==> src/rtl/r4_bfly_pkg.sv <==
// r4_bfly_pkg: shared state enum, width helpers and the output scaler for the
// streaming radix-4 butterfly. out_width() follows the R4_BFLY_SCALE_EN macro.
package r4_bfly_pkg;

  typedef enum logic [1:0] {StLoad, StCalc1, StCalc2, StDrain} state_e;

  // Widest component supported; width-specific views slice from this template.
  localparam int unsigned MaxW = 16;

  typedef struct packed {
    logic signed [MaxW-1:0] re;
    logic signed [MaxW-1:0] im;
  } cplx_t;

  // First-stage sums/differences carry one growth bit.
  function automatic int unsigned sum_width(int unsigned w);
    return w + 1;
  endfunction

  // Final 4-point results carry two growth bits and cannot overflow.
  function automatic int unsigned res_width(int unsigned w);
    return w + 2;
  endfunction

  function automatic int unsigned out_width(int unsigned w);
`ifdef R4_BFLY_SCALE_EN
    return w;
`else
    return w + 2;
`endif
  endfunction

  // Divide by 4 rounding half up, then clamp to a signed w-bit range.
  function automatic int scale_sat(int v, int unsigned w);
    int t;
    int lim;
    t   = (v + 2) >>> 2;
    lim = 1 << (w - 1);
    if (t > lim - 1) return lim - 1;
    if (t < -lim) return -lim;
    return t;
  endfunction

endpackage

==> src/rtl/r4_bfly_core.sv <==
// r4_bfly_core: two registered stages of the 4-point DFT/IDFT. Stage one forms
// a+/-c and b+/-d; stage two combines them, with the multiply-by-j sign picked by inv.
module r4_bfly_core
  import r4_bfly_pkg::*;
#(
  parameter int unsigned W = 4
) (
  input  logic                clk,
  input  logic                rst_n,
  input  logic                calc1_en,
  input  logic                calc2_en,
  input  logic                inv,
  input  logic signed [W-1:0] x_re [4],
  input  logic signed [W-1:0] x_im [4],
  output logic signed [W+1:0] y_re [4],
  output logic signed [W+1:0] y_im [4]
);

  localparam int unsigned SW = sum_width(W);
  localparam int unsigned RW = res_width(W);

  logic signed [SW-1:0] p_re, p_im, q_re, q_im, r_re, r_im, s_re, s_im;
  logic signed [RW-1:0] qmjs_re, qmjs_im, qpjs_re, qpjs_im;
  logic signed [RW-1:0] x1_re, x1_im, x3_re, x3_im;

  // Stage one: p=a+c, q=a-c, r=b+d, s=b-d
  always_ff @(posedge clk or negedge rst_n) begin
    if (!rst_n) begin
      p_re <= '0; p_im <= '0; q_re <= '0; q_im <= '0;
      r_re <= '0; r_im <= '0; s_re <= '0; s_im <= '0;
    end else if (calc1_en) begin
      p_re <= SW'(x_re[0]) + SW'(x_re[2]);
      p_im <= SW'(x_im[0]) + SW'(x_im[2]);
      q_re <= SW'(x_re[0]) - SW'(x_re[2]);
      q_im <= SW'(x_im[0]) - SW'(x_im[2]);
      r_re <= SW'(x_re[1]) + SW'(x_re[3]);
      r_im <= SW'(x_im[1]) + SW'(x_im[3]);
      s_re <= SW'(x_re[1]) - SW'(x_re[3]);
      s_im <= SW'(x_im[1]) - SW'(x_im[3]);
    end
  end

  // Twiddle by +/-j: j*s = (-s_im, s_re); inverse swaps the X1/X3 forms
  always_comb begin
    qmjs_re = RW'(q_re) + RW'(s_im);
    qmjs_im = RW'(q_im) - RW'(s_re);
    qpjs_re = RW'(q_re) - RW'(s_im);
    qpjs_im = RW'(q_im) + RW'(s_re);
    x1_re   = inv ? qpjs_re : qmjs_re;
    x1_im   = inv ? qpjs_im : qmjs_im;
    x3_re   = inv ? qmjs_re : qpjs_re;
    x3_im   = inv ? qmjs_im : qpjs_im;
  end

  // Stage two: register the four bins
  always_ff @(posedge clk or negedge rst_n) begin
    if (!rst_n) begin
      for (int i = 0; i < 4; i++) begin
        y_re[i] <= '0;
        y_im[i] <= '0;
      end
    end else if (calc2_en) begin
      y_re[0] <= RW'(p_re) + RW'(r_re);
      y_im[0] <= RW'(p_im) + RW'(r_im);
      y_re[2] <= RW'(p_re) - RW'(r_re);
      y_im[2] <= RW'(p_im) - RW'(r_im);
      y_re[1] <= x1_re;
      y_im[1] <= x1_im;
      y_re[3] <= x3_re;
      y_im[3] <= x3_im;
    end
  end

endmodule

==> src/rtl/r4_bfly_stream.sv <==
// r4_bfly_stream: serial-in/serial-out radix-4 butterfly. Four input beats fill a
// frame buffer, the core computes over two cycles, then four bins drain under
// valid/ready. Define R4_BFLY_SCALE_EN for rounded, saturated W-bit outputs.
module r4_bfly_stream
  import r4_bfly_pkg::*;
#(
  parameter int unsigned W = 4,
  localparam int unsigned OW = out_width(W)
) (
  input  logic                 wb_clk_i,
  input  logic                 wb_rst_ni,
  input  logic                 inv_i,
  input  logic                 flush_i,
  input  logic                 in_valid_i,
  output logic                 in_ready_o,
  input  logic signed [W-1:0]  in_re_i,
  input  logic signed [W-1:0]  in_im_i,
  output logic                 out_valid_o,
  input  logic                 out_ready_i,
  output logic signed [OW-1:0] out_re_o,
  output logic signed [OW-1:0] out_im_o,
  output logic [1:0]           out_idx_o,
  output logic                 out_last_o,
  output logic                 busy_o
);

  state_e state_q, state_d;
  logic [1:0] cnt_q, k_q;
  logic inv_q;
  logic signed [W-1:0] x_re_q [4];
  logic signed [W-1:0] x_im_q [4];
  logic signed [W+1:0] y_re [4];
  logic signed [W+1:0] y_im [4];
  logic signed [W+1:0] res_re, res_im;
  logic in_fire, out_fire;

  assign in_ready_o  = (state_q == StLoad);
  assign out_valid_o = (state_q == StDrain);
  assign out_idx_o   = k_q;
  assign out_last_o  = out_valid_o && (k_q == 2'd3);
  assign busy_o      = (state_q != StLoad) || (cnt_q != 2'd0);
  assign in_fire     = in_valid_i && in_ready_o;
  assign out_fire    = out_valid_o && out_ready_i;

  // Next state; flush overrides every handshake
  always_comb begin
    state_d = state_q;
    unique case (state_q)
      StLoad:  if (in_fire && cnt_q == 2'd3) state_d = StCalc1;
      StCalc1: state_d = StCalc2;
      StCalc2: state_d = StDrain;
      StDrain: if (out_fire && out_last_o) state_d = StLoad;
      default: state_d = StLoad;
    endcase
    if (flush_i) state_d = StLoad;
  end

  // FSM state register
  always_ff @(posedge wb_clk_i or negedge wb_rst_ni) begin
    if (!wb_rst_ni) state_q <= StLoad;
    else            state_q <= state_d;
  end

  // Beat counters, inverse flag (taken with beat 0) and input frame buffer
  always_ff @(posedge wb_clk_i or negedge wb_rst_ni) begin
    if (!wb_rst_ni) begin
      cnt_q <= '0;
      k_q   <= '0;
      inv_q <= 1'b0;
      for (int i = 0; i < 4; i++) begin
        x_re_q[i] <= '0;
        x_im_q[i] <= '0;
      end
    end else if (flush_i) begin
      cnt_q <= '0;
      k_q   <= '0;
    end else begin
      if (in_fire) begin
        x_re_q[cnt_q] <= in_re_i;
        x_im_q[cnt_q] <= in_im_i;
        if (cnt_q == 2'd0) inv_q <= inv_i;
        cnt_q <= cnt_q + 2'd1;
      end
      if (out_fire) k_q <= k_q + 2'd1;
    end
  end

  r4_bfly_core #(
    .W(W)
  ) u_core (
    .clk      (wb_clk_i),
    .rst_n    (wb_rst_ni),
    .calc1_en (state_q == StCalc1),
    .calc2_en (state_q == StCalc2),
    .inv      (inv_q),
    .x_re     (x_re_q),
    .x_im     (x_im_q),
    .y_re     (y_re),
    .y_im     (y_im)
  );

  // Present bin k while draining, zero otherwise
  always_comb begin
    res_re   = y_re[k_q];
    res_im   = y_im[k_q];
    out_re_o = '0;
    out_im_o = '0;
    if (state_q == StDrain) begin
`ifdef R4_BFLY_SCALE_EN
      out_re_o = OW'(scale_sat(int'(res_re), W));
      out_im_o = OW'(scale_sat(int'(res_im), W));
`else
      out_re_o = res_re;
      out_im_o = res_im;
`endif
    end
  end

endmodule

==> config.mk <==
export PLATFORM = sky130hd
export DESIGN_NAME = r4_bfly_stream
export DESIGN_NICKNAME = d
export VERILOG_FILES = /design/src/rtl/r4_bfly_pkg.sv /design/src/rtl/r4_bfly_core.sv /design/src/rtl/r4_bfly_stream.sv
export SDC_FILE = /design/constraint.sdc
export NUM_CORES = 1
export LEC_CHECK = 0
export CORE_MARGIN = 3
export CORE_UTILIZATION = 60
export DETAILED_ROUTE_END_ITERATION = 8
export PLACE_DENSITY = 0.79
export SETUP_SLACK_MARGIN = 0.02
export SYNTH_ARGS = -nofsm -noshare
export SYNTH_HDL_FRONTEND = slang
export SYNTH_HIERARCHICAL = 1
export SYNTH_SLANG_ARGS = --single-unit
==> constraint.sdc <==
create_clock -name wb_clk_i -period 2.4 [get_ports wb_clk_i]
set_clock_uncertainty 0.2 [all_clocks]
set_input_delay 0.6 -clock wb_clk_i [delete_from_list [all_inputs] [get_ports wb_clk_i]]
set_output_delay 0.6 -clock wb_clk_i [all_outputs]
set_load 0.01 [all_outputs]
After elaboration in Yosys (flattened, before gate mapping)

Index checks and enable logic that the tools add are counted.

Bits of input ports: 14
Register bits after elaboration: 127

Eq/ne operators: 7
Muxes and demuxes: 24
Order comparisons: 3
Add/sub/neg operators: 18
Reductions and logical operators: 16
Bitwise logic cells: 3

Operator list:

| operator              | count |
|---|---|
| $mux W6               | 10 |
| $bwmux W16            | 2 |
| $add A5 B5 Y6         | 4 |
| $bmux W6 S2           | 2 |
| $sub A5 B5 Y6         | 4 |
| $add A4 B4 Y5         | 4 |
| $sub A4 B4 Y5         | 4 |
| $mux W2               | 7 |
| $demux W4 S2          | 1 |
| $eq A2 B2 Y1 const B  | 4 |
| $pmux W2 S4           | 1 |
| $reduce_bool A2 Y1    | 4 |
| $ge A3 B3 Y1 const B  | 2 |
| $logic_and A1 B1 Y1   | 6 |
| $ne A3 B2 Y1 const B  | 2 |
| $not A2 Y3            | 2 |
| $add A2 B1 Y2 const B | 2 |
| $logic_not A2 Y1      | 2 |
| $mux W4               | 1 |
| $reduce_and A2 Y1     | 2 |
| $lt A3 B1 Y1 const B  | 1 |
| $reduce_and A3 Y1     | 1 |
| $eq A2 B1 Y1 const B  | 1 |
| $logic_or A1 B1 Y1    | 1 |
| $not A1 Y1            | 1 |

Longest topological paths before layout

Depth in word-level cells: 6
Gate-level depth with buffers: 8
Depth with buffers taken out: 8

Cells and area by module

The synthesis kept the hierarchy.

Modules (own cells, without submodules):

| module         | seq. area each (um^2) | cells an instance | instances | area each (um^2) |
|---|---|---|---|---|
| r4_bfly_core   | 2001.9                | 609               | 1         | 5770.5 |
| r4_bfly_stream | 975.9                 | 142               | 1         | 2047.0 |

Least setup slack after synthesis

No wires, ideal clock.

Kind: flip-flop to output port
Start: register k_q[0], in the netlist out_idx_o[0]
End: output out_im_o[2]
Path slack: 0.169 ns
Buffers on the path: 1
Cell stages (with the launch flop): 4
Arrival time: 1.431 ns
Cell sequence: dfrtp_1 > buf_6 > mux4_1 > and2_1

Cells in the longest elaborated chain, start to end: 5

RTL lines:

| what                                       | line                  | source |
|---|---|---|
| start, declared                            | r4_bfly_stream.sv:28  | `logic [1:0] cnt_q, k_q;` |
| start signal, assigned                     | r4_bfly_stream.sv:84  | `if (out_fire) k_q <= k_q + 2'd1;` |
| $not A2 Y3 (implied by the code)           | r4_bfly_stream.sv:105 | `res_im = y_im[k_q];` |
| $bmux W6 S2                                | r4_bfly_stream.sv:105 |  |
| $mux W6 (implied by the code) (2 in a row) | r4_bfly_stream.sv:105 |  |
| $mux W6                                    | r4_bfly_stream.sv:108 | `if (state_q == StDrain) begin` |
| end, declared                              | r4_bfly_stream.sv:21  | `output logic signed [OW-1:0] out_im_o,` |

No other way between the ends. The select of a mux whose other input is x is not followed.

Worst setup path after layout

Start: register k_q[0], in the netlist out_idx_o[0]
End: output out_im_o[4]

The elaborated chain is that of the path after synthesis.

==> summary.txt <==
Logic synthesis
  – Post-synth top area share: 0.381
  – Seq/Total Area, Yosys: 0.381
  – Syn Std Cell Area: between 0.007 and 0.008 mm^2
  – Syn. warnings: 6
  – Syn_nets: 863
  – Cell taking the most area after synthesis: dfrtp_1
  – Largest family of logic cells by synthesized area: adder cells
  – Distinct cells, synth: 59
  – Post-synthesis simple-gate area fraction: 0.127
  – Largest cells by area after synthesis: dfrtp_1, ha_1, mux2_2
  – Synth cell count leaders: dfrtp_1, ha_1, inv_1
  – Synth Area in XOR/XNOR: 0.0224
  – Multiplexer share of the synthesized area: 0.115
  – Synthesized flop and latch total: roughly 120
  – Synth Instances: 751
  – Count leader, synth: dfrtp_1
  – Synth Area in Adders: 0.172
  – Synth Area in Compound Gates: 0.122
  – Asr flop ratio synth: 1.00
  – Post-synth EDFFs: 0
  – Dominant synthesized flop cell: dfrtp_1
  – Avg Cell Area, Syn: 10.4 um^2

Pwr
  – Maximum vdd ir drop: 697 uV
  – Leakage: 4.11 nW
  – Pwr/cell area: 1480 mW/mm^2
  – Internal Pwr Total: 0.00778 W
  – Sw frac: 0.421
  – Net Sw Power: 0.00566 W
  – Clock share of power: 0.192
  – Reg power frac: 0.282
  – Logic pwr share: 0.526

Timing
  – # setup viols final: 12
  – RSZ-0062 raised after global routing: true
  – Slew of the pin with the lowest slew margin: 0.550 ns
  – Fin crit period: 2.64 ns
  – Final hold viol count: 0
  – Hold Slack: 0.293 ns
  – Period utilization: 1.10
  – Relative slew margins: 0.633
  – Max frequency: 379 MHz
  – Min setup slack post-route: -0.236 ns
  – Setup TNS: -2.59 ns
  – Slew Viols, Final: 0

Global routing
  – Gr usage total: 0.266
  – GR Util met1: 0.349
  – Vias in the first global route: approximately 6000
  – Antenna violations before repair: 0
  – First-pass GRT wire length: 30.0 mm
  – GRT busiest layer: met2
  – M2 GR Usage: 0.440
  – GR Overflow Total: 0
  – Largest net degree at the start of global routing: 31
  – Met3 usage: 0.0476

Floorplan
  – Die height: 120 um
  – Initial Utilization: 0.617
  – Die ar.: ~0.014 mm^2
  – Die Width: 120 um
  – Core ar.: 0.0127 mm^2
  – FP Rows: 41
  – IO Count: 32

Clocking
  – CTS max path bufs: 2
  – H-tree depth: 4
  – CTS tree: built
  – Clock latency at the later pin of the worst-skew pair: 0.42 ns
  – Clock Tree Root: clkbuf_16
  – Clock-pin slew on the worst setup and hold paths: approximately 0.050 ns
  – CTS sink cnt: around 120
  – Num CTS Buffers: 17

Detailed routing
  – Initial drt markers: between 400 and 500
  – Drt drc: 0
  – DR WL/cell: 18.4 um
  – Vias: 5741
  – Vias per cell: 5.86
  – Drt pass-1 iters: 5
  – Antenna-violating nets left: 0
  – Final wirelength: roughly 18 mm

Worst setup path
  – Max incr delay on CP: between 0.4 and 0.5 ns
  – Crit path required time: about 1.6 ns
  – Critical Path, Cell by Cell: clkbuf_16 -> mux4_2 -> and2_1 -> buf_2
  – Critical Path AT: roughly 1.8 ns
  – CP Class: reg -> out
  – Worst-path maximum fanout: 6
  – Reg2Reg Depth: 8
  – FF-to-FF Start: u_core/p_re[0]
  – Critical Path End Type: output port
  – Slowest CP cell: mux4_2
  – FF-to-FF setup slack: about 0.15 ns
  – Reg2reg end: u_core/y_re[16]
  – Kind of start point of the critical path: flop

Place
  – Final HPWL DP: about 13 mm
  – # port buffers: 31
  – Placed Cells incl. Taps: 943
  – Placer Congestion: ~0.9
  – Place WS: -0.149 ns

Finish
  – FILL cells: about 900
  – Layout cells sized above 1: 0.193
  – Area growth syn-to-layout: 16.1%
  – Non-Filler Instances: 979
  – Sequential Area: 0.00298 mm^2
  – Antenna Diode Count: 0
  – Final nets: about 900
  – Multi-input gate area in the final layout: 0.00442 mm^2

Hold path
  – Worst Hold Depth: 2
  – Hold Crit Endpoint: u_core/y_im[16]
  – HP Class: reg -> reg
  – HP Start: u_core/y_im[16]

Outcome
  – Status: finished, violations left
  – Failing checks: negative setup slack

Job
  – Max cap viols: 0
[layout make-up]
| cell class | instances | share of cell area |
|---|---|---|
| multi-input combinational | 523 | 0.486 |
| sequential | 119 | 0.328 |
| timing repair buffer | 58 | 0.0642 |
| clock buffer | 22 | 0.0533 |
| inverter | 75 | 0.0310 |
| tap | 172 | 0.0237 |
| clock inverter | 10 | 0.0131 |
[sequential cells by signal (all words and copies together) (netlist names)]
signal,count
u_core/y_re,22
cnt_q,2
u_core/y_im,22
u_core/r_im,5
u_core/s_im,4
u_core/s_re,4
inv_q,1
x_im_q,16
u_core/q_im,4
u_core/p_re,5
state_q,2
u_core/q_re,4
x_re_q,16
u_core/r_re,5
u_core/p_im,5
out_idx_o,2
[through the flow]
stage / total power, W / area, um^2 / utilization
4_1_cts: 0.0133 / 9000 / 0.710
6_report: 0.0134 / 9080 / 0.717
3_5_place_dp: 0.0105 / 8390 / 0.662
3_3_place_gp: 0.0101 / 8390 / 0.662
5_1_grt: 0.0144 / 9080 / 0.717
2_1_floorplan: 0.00869 / 7820 / -
[worst max path at each step]
stage	slack, ns	start	end	cells after the start
3_3_place_gp	-0.11	out_idx_o[0]	out_re_o[0]	4
4_1_cts	-0.27	out_idx_o[0]	out_re_o[3]	4
5_1_grt	-0.29	out_idx_o[0]	out_re_o[4]	4
2_1_floorplan	0.17	out_idx_o[0]	out_im_o[2]	3
6_report	-0.24	out_idx_o[0]	out_im_o[4]	4
3_5_place_dp	-0.15	out_idx_o[0]	out_re_o[3]	4
[logic make-up after synthesis]
family / count (synthesis)
simple gates: 192
compound gates: 145
flops: 119
buf+inv: 109
fa+ha+maj: 98
mux: 68
xor+xnor: 20
[cell usage in the layout (no fill, tap or decap), types with 11 or more instances in the layout]
master,netlist,routed
buf_4,5,19
clkbuf_16,0,18
buf_6,2,11
clkdlybuf4s50_1,0,13
nand2_1,52,52
fa_1,16,16
mux2_2,41,41
o21a_1,14,14
o21ai_0,28,28
ha_1,82,78
inv_1,73,71
mux2i_1,14,14
a21oi_1,47,47
dfrtp_1,119,117
xnor2_1,19,19
nor2_1,43,43
mux4_2,8,12
nor2b_1,28,28
[worst max-delay path: cells and delay by family, from the launching register on]
kind,cells,cell delay (ns)
buf+inv,2,0.32
simple gates,1,0.16
flops,1,0.45
mux,1,0.48
[timing repair]
action                                 CTS  global route
gates resized for setup                 73            22
setup buffers                            2             1
pin swaps                                1             0
cloned                                   1             0
hold buffers                             1             0
endpoints found under the hold margin   21             0
setup endpoints to repair               16            16
[metal layers]
metal	vias up	part of all wire
met5	-	0
met4	0	0.019
met1	2869	0.44
met2	164	0.49
met3	34	0.047
li1	2674	-
[power groups by stage]
stage / clock network [W] / registers, W / logic [W]
after floorplan: 0 / 0.00346 / 0.00523
after global placement: 0 / 0.00371 / 0.00643
after detailed placement: 0 / 0.00377 / 0.00676
after CTS: 0.00260 / 0.00376 / 0.00691
after global routing: 0.00268 / 0.00389 / 0.00782
final: 0.00257 / 0.00379 / 0.00707
Power figures use the tool's default switching activity.
